`src/rtl/frame_ram_arbiter_if.sv`:
```
// Requester, RAM and (with FRAME_RAM_ARB_STATS_EN) statistics signals of frame_ram_arbiter.
// The arbiter uses the slave modport; the requester/RAM side uses master.
interface frame_ram_arbiter_if #(
    parameter int ADDR_WIDTH = 16,
    parameter int DATA_WIDTH = 24
);
    logic                  disp_req_in;
    logic [ADDR_WIDTH-1:0] disp_addr_in;
    logic                  disp_gnt_out;
    logic [DATA_WIDTH-1:0] disp_data_out;
    logic                  disp_valid_out;

    logic                  host_req_in;
    logic                  host_we_in;
    logic [ADDR_WIDTH-1:0] host_addr_in;
    logic [DATA_WIDTH-1:0] host_data_in;
    logic                  host_gnt_out;
    logic [DATA_WIDTH-1:0] host_data_out;
    logic                  host_valid_out;

    logic                  ram_enable_out;
    logic                  ram_write_enable_out;
    logic [ADDR_WIDTH-1:0] ram_addr_out;
    logic [DATA_WIDTH-1:0] ram_wdata_out;
    logic [DATA_WIDTH-1:0] ram_rdata_in;

`ifdef FRAME_RAM_ARB_STATS_EN
    logic [15:0]           conflict_count_out;
    logic [15:0]           starve_hit_count_out;
`endif

    modport slave (
`ifdef FRAME_RAM_ARB_STATS_EN
        output conflict_count_out, starve_hit_count_out,
`endif
        input  disp_req_in, disp_addr_in,
        output disp_gnt_out, disp_data_out, disp_valid_out,
        input  host_req_in, host_we_in, host_addr_in, host_data_in,
        output host_gnt_out, host_data_out, host_valid_out,
        output ram_enable_out, ram_write_enable_out, ram_addr_out, ram_wdata_out,
        input  ram_rdata_in
    );

    modport master (
`ifdef FRAME_RAM_ARB_STATS_EN
        input  conflict_count_out, starve_hit_count_out,
`endif
        output disp_req_in, disp_addr_in,
        input  disp_gnt_out, disp_data_out, disp_valid_out,
        output host_req_in, host_we_in, host_addr_in, host_data_in,
        input  host_gnt_out, host_data_out, host_valid_out,
        input  ram_enable_out, ram_write_enable_out, ram_addr_out, ram_wdata_out,
        output ram_rdata_in
    );
endinterface

```
`src/rtl/frame_ram_arbiter.sv`:
```
// Single-port frame RAM arbiter: display reads win unless the host has waited WR_STARVE_MAX grants.
// Define FRAME_RAM_ARB_STATS_EN to add conflict and starvation-hit counters.
module frame_ram_arbiter #(
    parameter int ADDR_WIDTH    = 16,
    parameter int DATA_WIDTH    = 24,
    parameter int RD_LATENCY    = 1,
    parameter int WR_STARVE_MAX = 8
) (
    input  logic               clk_in,
    input  logic               n_reset_in,
    frame_ram_arbiter_if.slave bus
);
    localparam int CNT_WIDTH = $clog2(WR_STARVE_MAX + 1);
    localparam int TAG_DEPTH = RD_LATENCY + 1;
    localparam logic [CNT_WIDTH-1:0] STARVE_LIMIT = CNT_WIDTH'(WR_STARVE_MAX);
    localparam logic OWNER_DISP = 1'b0;
    localparam logic OWNER_HOST = 1'b1;

    logic [CNT_WIDTH-1:0]  starve_cnt_reg, starve_cnt_next;
    logic                  host_forced;
    logic                  disp_gnt, host_gnt;
    logic                  rd_xfer;

    logic                  ram_en_reg, ram_we_reg;
    logic [ADDR_WIDTH-1:0] ram_addr_reg;
    logic [DATA_WIDTH-1:0] ram_wdata_reg;

    logic [TAG_DEPTH-1:0]  tag_valid_reg, tag_owner_reg;
    logic                  ret_disp, ret_host;
    logic                  disp_valid_reg, host_valid_reg;
    logic [DATA_WIDTH-1:0] disp_data_reg, host_data_reg;

    // Grants depend only on requests and the starve counter, never on address or data.
    assign host_forced = bus.disp_req_in && bus.host_req_in && (starve_cnt_reg == STARVE_LIMIT);
    assign disp_gnt    = n_reset_in && bus.disp_req_in && !host_forced;
    assign host_gnt    = n_reset_in && bus.host_req_in && (!bus.disp_req_in || host_forced);
    assign rd_xfer     = disp_gnt || (host_gnt && !bus.host_we_in);

    assign bus.disp_gnt_out = disp_gnt;
    assign bus.host_gnt_out = host_gnt;

    always_comb begin
        starve_cnt_next = starve_cnt_reg;
        if (!bus.host_req_in || host_gnt) begin
            starve_cnt_next = '0;
        end else if (disp_gnt && (starve_cnt_reg != STARVE_LIMIT)) begin
            starve_cnt_next = starve_cnt_reg + 1'b1;
        end
    end

    always_ff @(posedge clk_in) begin
        if (!n_reset_in) begin
            starve_cnt_reg <= '0;
        end else begin
            starve_cnt_reg <= starve_cnt_next;
        end
    end

    // Address and write data hold between commands; only enable and write enable drop.
    always_ff @(posedge clk_in) begin
        if (!n_reset_in) begin
            ram_en_reg    <= 1'b0;
            ram_we_reg    <= 1'b0;
            ram_addr_reg  <= '0;
            ram_wdata_reg <= '0;
        end else if (host_gnt) begin
            ram_en_reg    <= 1'b1;
            ram_we_reg    <= bus.host_we_in;
            ram_addr_reg  <= bus.host_addr_in;
            ram_wdata_reg <= bus.host_we_in ? bus.host_data_in : '0;
        end else if (disp_gnt) begin
            ram_en_reg    <= 1'b1;
            ram_we_reg    <= 1'b0;
            ram_addr_reg  <= bus.disp_addr_in;
            ram_wdata_reg <= '0;
        end else begin
            ram_en_reg    <= 1'b0;
            ram_we_reg    <= 1'b0;
        end
    end

    assign bus.ram_enable_out       = ram_en_reg;
    assign bus.ram_write_enable_out = ram_we_reg;
    assign bus.ram_addr_out         = ram_addr_reg;
    assign bus.ram_wdata_out        = ram_wdata_reg;

    // Stage 0 is loaded at the transfer edge; stage RD_LATENCY lines up with valid RAM data.
    always_ff @(posedge clk_in) begin
        if (!n_reset_in) begin
            tag_valid_reg[0] <= 1'b0;
            tag_owner_reg[0] <= OWNER_DISP;
        end else begin
            tag_valid_reg[0] <= rd_xfer;
            tag_owner_reg[0] <= host_gnt ? OWNER_HOST : OWNER_DISP;
        end
    end

    generate
        for (genvar gi = 1; gi < TAG_DEPTH; gi++) begin : g_tag
            always_ff @(posedge clk_in) begin
                if (!n_reset_in) begin
                    tag_valid_reg[gi] <= 1'b0;
                    tag_owner_reg[gi] <= OWNER_DISP;
                end else begin
                    tag_valid_reg[gi] <= tag_valid_reg[gi-1];
                    tag_owner_reg[gi] <= tag_owner_reg[gi-1];
                end
            end
        end
    endgenerate

    assign ret_disp = tag_valid_reg[RD_LATENCY] && (tag_owner_reg[RD_LATENCY] == OWNER_DISP);
    assign ret_host = tag_valid_reg[RD_LATENCY] && (tag_owner_reg[RD_LATENCY] == OWNER_HOST);

    always_ff @(posedge clk_in) begin
        if (!n_reset_in) begin
            disp_valid_reg <= 1'b0;
            host_valid_reg <= 1'b0;
            disp_data_reg  <= '0;
            host_data_reg  <= '0;
        end else begin
            disp_valid_reg <= ret_disp;
            host_valid_reg <= ret_host;
            if (ret_disp) begin
                disp_data_reg <= bus.ram_rdata_in;
            end
            if (ret_host) begin
                host_data_reg <= bus.ram_rdata_in;
            end
        end
    end

    assign bus.disp_valid_out = disp_valid_reg;
    assign bus.disp_data_out  = disp_data_reg;
    assign bus.host_valid_out = host_valid_reg;
    assign bus.host_data_out  = host_data_reg;

`ifdef FRAME_RAM_ARB_STATS_EN
    logic [15:0] conflict_cnt_reg, starve_hit_cnt_reg;

    always_ff @(posedge clk_in) begin
        if (!n_reset_in) begin
            conflict_cnt_reg   <= '0;
            starve_hit_cnt_reg <= '0;
        end else begin
            if (bus.disp_req_in && bus.host_req_in && (conflict_cnt_reg != 16'hFFFF)) begin
                conflict_cnt_reg <= conflict_cnt_reg + 16'd1;
            end
            if (host_forced && (starve_hit_cnt_reg != 16'hFFFF)) begin
                starve_hit_cnt_reg <= starve_hit_cnt_reg + 16'd1;
            end
        end
    end

    assign bus.conflict_count_out   = conflict_cnt_reg;
    assign bus.starve_hit_count_out = starve_hit_cnt_reg;
`endif
endmodule
```
`src/flat_wrapper.sv`:
```
// flat-port wrapper written by rule: the top's interface ports become plain ports
module frame_ram_arbiter_flat 
#(
    parameter int ADDR_WIDTH    = 16,
    parameter int DATA_WIDTH    = 24,
    parameter int RD_LATENCY    = 1,
    parameter int WR_STARVE_MAX = 8
)
  (clk_in, n_reset_in, bus_disp_req_in, bus_disp_addr_in, bus_disp_gnt_out, bus_disp_data_out, bus_disp_valid_out, bus_host_req_in, bus_host_we_in, bus_host_addr_in, bus_host_data_in, bus_host_gnt_out, bus_host_data_out, bus_host_valid_out, bus_ram_enable_out, bus_ram_write_enable_out, bus_ram_addr_out, bus_ram_wdata_out, bus_ram_rdata_in);
  frame_ram_arbiter_if #(.ADDR_WIDTH(ADDR_WIDTH), .DATA_WIDTH(DATA_WIDTH)) bus_i ();
  input  logic clk_in;
  input  logic n_reset_in;
  input wire logic [$bits(bus_i.disp_req_in)-1:0] bus_disp_req_in;
  input wire logic [$bits(bus_i.disp_addr_in)-1:0] bus_disp_addr_in;
  output wire logic [$bits(bus_i.disp_gnt_out)-1:0] bus_disp_gnt_out;
  output wire logic [$bits(bus_i.disp_data_out)-1:0] bus_disp_data_out;
  output wire logic [$bits(bus_i.disp_valid_out)-1:0] bus_disp_valid_out;
  input wire logic [$bits(bus_i.host_req_in)-1:0] bus_host_req_in;
  input wire logic [$bits(bus_i.host_we_in)-1:0] bus_host_we_in;
  input wire logic [$bits(bus_i.host_addr_in)-1:0] bus_host_addr_in;
  input wire logic [$bits(bus_i.host_data_in)-1:0] bus_host_data_in;
  output wire logic [$bits(bus_i.host_gnt_out)-1:0] bus_host_gnt_out;
  output wire logic [$bits(bus_i.host_data_out)-1:0] bus_host_data_out;
  output wire logic [$bits(bus_i.host_valid_out)-1:0] bus_host_valid_out;
  output wire logic [$bits(bus_i.ram_enable_out)-1:0] bus_ram_enable_out;
  output wire logic [$bits(bus_i.ram_write_enable_out)-1:0] bus_ram_write_enable_out;
  output wire logic [$bits(bus_i.ram_addr_out)-1:0] bus_ram_addr_out;
  output wire logic [$bits(bus_i.ram_wdata_out)-1:0] bus_ram_wdata_out;
  input wire logic [$bits(bus_i.ram_rdata_in)-1:0] bus_ram_rdata_in;
  assign bus_i.disp_req_in = bus_disp_req_in;
  assign bus_i.disp_addr_in = bus_disp_addr_in;
  assign bus_disp_gnt_out = bus_i.disp_gnt_out;
  assign bus_disp_data_out = bus_i.disp_data_out;
  assign bus_disp_valid_out = bus_i.disp_valid_out;
  assign bus_i.host_req_in = bus_host_req_in;
  assign bus_i.host_we_in = bus_host_we_in;
  assign bus_i.host_addr_in = bus_host_addr_in;
  assign bus_i.host_data_in = bus_host_data_in;
  assign bus_host_gnt_out = bus_i.host_gnt_out;
  assign bus_host_data_out = bus_i.host_data_out;
  assign bus_host_valid_out = bus_i.host_valid_out;
  assign bus_ram_enable_out = bus_i.ram_enable_out;
  assign bus_ram_write_enable_out = bus_i.ram_write_enable_out;
  assign bus_ram_addr_out = bus_i.ram_addr_out;
  assign bus_ram_wdata_out = bus_i.ram_wdata_out;
  assign bus_i.ram_rdata_in = bus_ram_rdata_in;
  frame_ram_arbiter #(.ADDR_WIDTH(ADDR_WIDTH), .DATA_WIDTH(DATA_WIDTH), .RD_LATENCY(RD_LATENCY), .WR_STARVE_MAX(WR_STARVE_MAX)) u_core (.clk_in(clk_in), .n_reset_in(n_reset_in), .bus(bus_i));
endmodule
```
`config.mk`:
```
export PLATFORM = sky130hd
export DESIGN_NAME = frame_ram_arbiter_flat
export DESIGN_NICKNAME = d
export VERILOG_FILES = /design/src/rtl/frame_ram_arbiter_if.sv /design/src/rtl/frame_ram_arbiter.sv /design/src/flat_wrapper.sv
export SDC_FILE = /design/constraint.sdc
export NUM_CORES = 1
export LEC_CHECK = 0
export ABC_AREA = 1
export BUFFER_PORTS_ARGS = -buffer_cell sky130_fd_sc_hd__buf_2
export CAP_MARGIN = 20
export CORE_MARGIN = 8
export CORE_UTILIZATION = 44
export CTS_BUF_LIST = sky130_fd_sc_hd__clkbuf_8
export CTS_CLUSTER_DIAMETER = 150
export DETAILED_ROUTE_END_ITERATION = 10
export PLACE_DENSITY = 0.83
export SLEW_MARGIN = 20
export SYNTH_ARGS = -nofsm -noshare
export SYNTH_HDL_FRONTEND = slang
export SYNTH_SLANG_ARGS = --single-unit
```
`constraint.sdc`:
```
create_clock -name clk_in -period 1.41 [get_ports clk_in]
set_input_delay 0.141 -clock clk_in [delete_from_list [all_inputs] [get_ports clk_in]]
set_output_delay 0.141 -clock clk_in [all_outputs]
set_load 0.005 [all_outputs]
```
==> results.txt <==
----------------------------------------------------
[Outcome]
  Result of the run ... complete, but fails checks
  Failing checks ... setup timing

[Route]
  Wire length reported by the detailed router ... 12.2 mm
  Number of optimization iterations in the first detailed-route pass ... 4
  Total length of routed met2 wires ... 5.56 mm
  Wire length on met1 ... 5.21 mm
  Via count ... 4,182
  Metal3 WL ... 1.09 mm
  Detailed-route vias per instance ... 5.10
  Wire length per cell ... 14.8 um
  Highest Signal Layer ... met4
  Post-route ant nets ... 0
  Post-route DRC violation count ... 0
  Initial DRC count ... 296

[Setup path]
  Most frequent cell on the critical path ... sky130_fd_sc_hd__nand2_8
  Register-to-register setup slack ... -0.02 ns
  Critical path's slowest cell ... sky130_fd_sc_hd__dfxtp_2
  CP max FO ... 4
  Stage delay of the slowest cell on the critical path ... 0.34 ns
  Data arrival at the endpoint of the critical path ... 1.33 ns
  Cells traversed along the worst timing path ... inv_2 > ha_4 > nand4_4 > nand2_8 > nand2_8 > clkinv_4 > buf_6
  Type of the setup path with the least slack ... register to output port
  Startpoint kind of the worst setup timing path ... register
  Kind of end point of the critical path ... output port
  Data required time of the worst path ... 1.27 ns

[Power]
  Max rail drop VDD ... 576 uV
  Sequential power share ... 0.523
  Clock group share of total power ... 0.352
  Pleak ... 2.71 nW
  Cell Int Power ... 4.30 mW
  Combinational cell fraction of total power ... 0.124
  Net Sw Frac ... 0.250
  Cell area power density ... 1080 nW/um2
  Total power ... 5.73 mW
  Sw power ... 1.43 mW

[Place]
  IO Port Bufs ... 178
  DP Wirelength ... 8.97 mm
  Cells after DPL ... 799
  Placer Congestion ... 0.785

[STA]
  Fmax ... 678 MHz
  Final hold viol count ... 0
  Post-layout min period ... 1.48 ns
  Transition time of the tightest slew-check pin ... 0.546 ns
  RSZ-0062 raised after global routing ... true
  Final setup violation count ... 7
  Crit share post-route ... 1.05
  Clock tree skew after final layout ... 0.00818 ns
  Final count of pins violating max slew ... 0
  Worst setup slack after layout ... -0.0651 ns
  Worst slew margin ... 0.636

[Layout]
  Proportion of layout cells with a drive suffix above 1 ... 0.327
  Final layout net count ... 795
  Antenna Cells ... 0
  Final core occ ... 0.607
  Final standard cell count with taps included and fillers excluded ... 820
  Relative area change from synthesis to final layout ... 33.4%

[Clock tree]
  CTS clock-pin slew for the worst setup and hold paths ... 0.10 ns
  Clk Tree Root Cell ... sky130_fd_sc_hd__clkbuf_8
  CTS tree ... done
  Clock Latency Late Sink ... 0.35 ns
  Htree depth ... 3
  CTS Buf Count ... 9
  Clock tree buffer depth ... 2
  Number of sinks driven by the clock tree ... 100

[Synthesis]
  Leading post-synthesis cells by cell area ... sky130_fd_sc_hd__dfxtp_1, sky130_fd_sc_hd__nor2_1, sky130_fd_sc_hd__nand2_1
  Number of synthesized register bits ... 100
  Yosys warning count ... 0
  Avg Cell Area, Syn ... 7.50 um2
  Area fraction of the dominant cell type after synthesis ... 0.502
  Cell type with the largest total area after synthesis ... sky130_fd_sc_hd__dfxtp_1
  Sequential cell area fraction in the yosys report ... 0.502
  Total nets after synthesis ... 619
  Number of instances in the synthesized netlist ... 532
  Post-synthesis instance area ... 3990 um2
  Library cells used by synthesis ... 21

[Global route]
  Vias in the first global route ... 4,294
  Largest net degree at the start of global routing ... 65
  Number of antenna violations at the first check in global routing ... 0
  Global-route usage over all layers ... 0.189
  Global-route wire length before repair ... 19.9 mm
  Residual overflow from global routing ... 0

[Hold path]
  Worst min path class ... input pin to register

[Floorplan]
  Die Area ... 12,400 um2
  Area of the core ... 8760 um2
  Total I/O pin count ... 179
  Initial Util ... 0.455
  Row cnt ... 34
  DIE HEIGHT ... 111 um
  Horizontal die dimension ... 111 um

[Run]
  Maxcap violations ... 0

----------------------------------------------------
==> path summary, 6_finish.rpt <==
| kind | end | cells after the start | start |
|---|---|---|---|
| worst max-delay path | bus_host_gnt_out | 7 | u_core.starve_cnt_reg[0] |
| worst min-delay path | u_core.bus.disp_data_out[16] | 3 | bus_ram_rdata_in[16] |
| worst max register to register | u_core.bus.ram_addr_out[14] | 9 | u_core.starve_cnt_reg[0] |
| worst min register to register | u_core.tag_owner_reg[1] | 2 | u_core.tag_owner_reg[0] |
==> worst max-delay path: cells and delay by family (launching register included) <==
kind,cells,cell delay (ns)
fa+ha+maj,1,0.14
buf+inv,3,0.20
flops,1,0.34
simple gates,3,0.30
==> repair_timing <==
item                                   4_1_cts  5_1_grt
pin swaps                                    3        2
hold buffers                                 1        0
setup endpoints to repair                   12       38
endpoints found under the hold margin        1        0
setup buffers                                5        0
gates resized for setup                     12        9
==> synth_stat cells <==
cell type,count
sky130_fd_sc_hd__clkbuf_1,16
sky130_fd_sc_hd__nand2_4,1
sky130_fd_sc_hd__buf_6,2
sky130_fd_sc_hd__nand3_1,45
sky130_fd_sc_hd__a21oi_1,33
sky130_fd_sc_hd__nand2_1,83
sky130_fd_sc_hd__buf_1,1
sky130_fd_sc_hd__o21ai_0,54
sky130_fd_sc_hd__nand2_2,1
sky130_fd_sc_hd__o21ai_4,1
sky130_fd_sc_hd__buf_2,14
sky130_fd_sc_hd__nand3b_1,24
sky130_fd_sc_hd__xnor2_1,1
sky130_fd_sc_hd__dfxtp_1,100
sky130_fd_sc_hd__inv_2,4
sky130_fd_sc_hd__nand4_4,1
sky130_fd_sc_hd__inv_1,39
sky130_fd_sc_hd__o22ai_1,1
sky130_fd_sc_hd__nor2_1,106
sky130_fd_sc_hd__buf_4,3
sky130_fd_sc_hd__ha_1,2
==> logic make-up after synthesis <==
kind of cell,share of synthesized area
DFF,0.502
AOI/OAI and AO/OA,0.115
and+or+nand+nor,0.289
xor gates and xnor gates,0.00220
buffers and inverters,0.0853
adders and majority gates,0.00627
==> power groups by stage <==
stage               clock network [mW]  registers [mW]  logic [mW]
finish                            2.02            3.00       0.712
global route                      2.18            3.01       0.795
CTS                               2.07            3.00       0.703
detailed placement                   0            3.06       0.676
global placement                     0            3.06       0.655
floorplan                            0            3.07       0.330
==> final cells by class <==
class	count	area, um2
Fill cell	799	3440
Sequential cell	100	2000
Multi-Input combinational cell	353	1690
Timing Repair Buffer	201	1100
Inverter	43	166
Clock buffer	10	138
Tap cell	108	135
Clock inverter	5	83.8
==> layer usage <==
| layer | global-route usage | up-vias |
|---|---|---|
| met5 | 0 | - |
| met4 | 0.0773 | 0 |
| met3 | 0.0682 | 29 |
| met2 | 0.299 | 199 |
| met1 | 0.226 | 1909 |
| li1 | - | 2045 |
==> cells in the final DEF (no fill, tap or decap), drive strengths merged, types with 10 or more instances in the layout <==
cell | Yosys | layout
buf | 20 | 200
nor2 | 106 | 106
dfxtp | 100 | 100
nand2 | 85 | 85
o21ai | 55 | 55
nand3 | 45 | 45
inv | 43 | 43
a21oi | 33 | 33
nand3b | 24 | 24
clkbuf | 16 | 10
==> metrics by stage <==
step | instance area, um2 | worst slack (ns) | setup TNS, ns | hold WS [ns]
floorplan | 3990 | 0.0981 | 0 | 0.276
global placement | 4970 | 0.0373 | 0 | 0.379
detailed placement | 4970 | -0.0132 | -0.0245 | 0.381
CTS | 5290 | -0.0752 | -0.576 | 0.00497
global route | 5320 | -0.124 | -1.84 | 0.0129
finish | 5320 | -0.0651 | -0.148 | 0.0227
(Power assumes the default switching activity.)
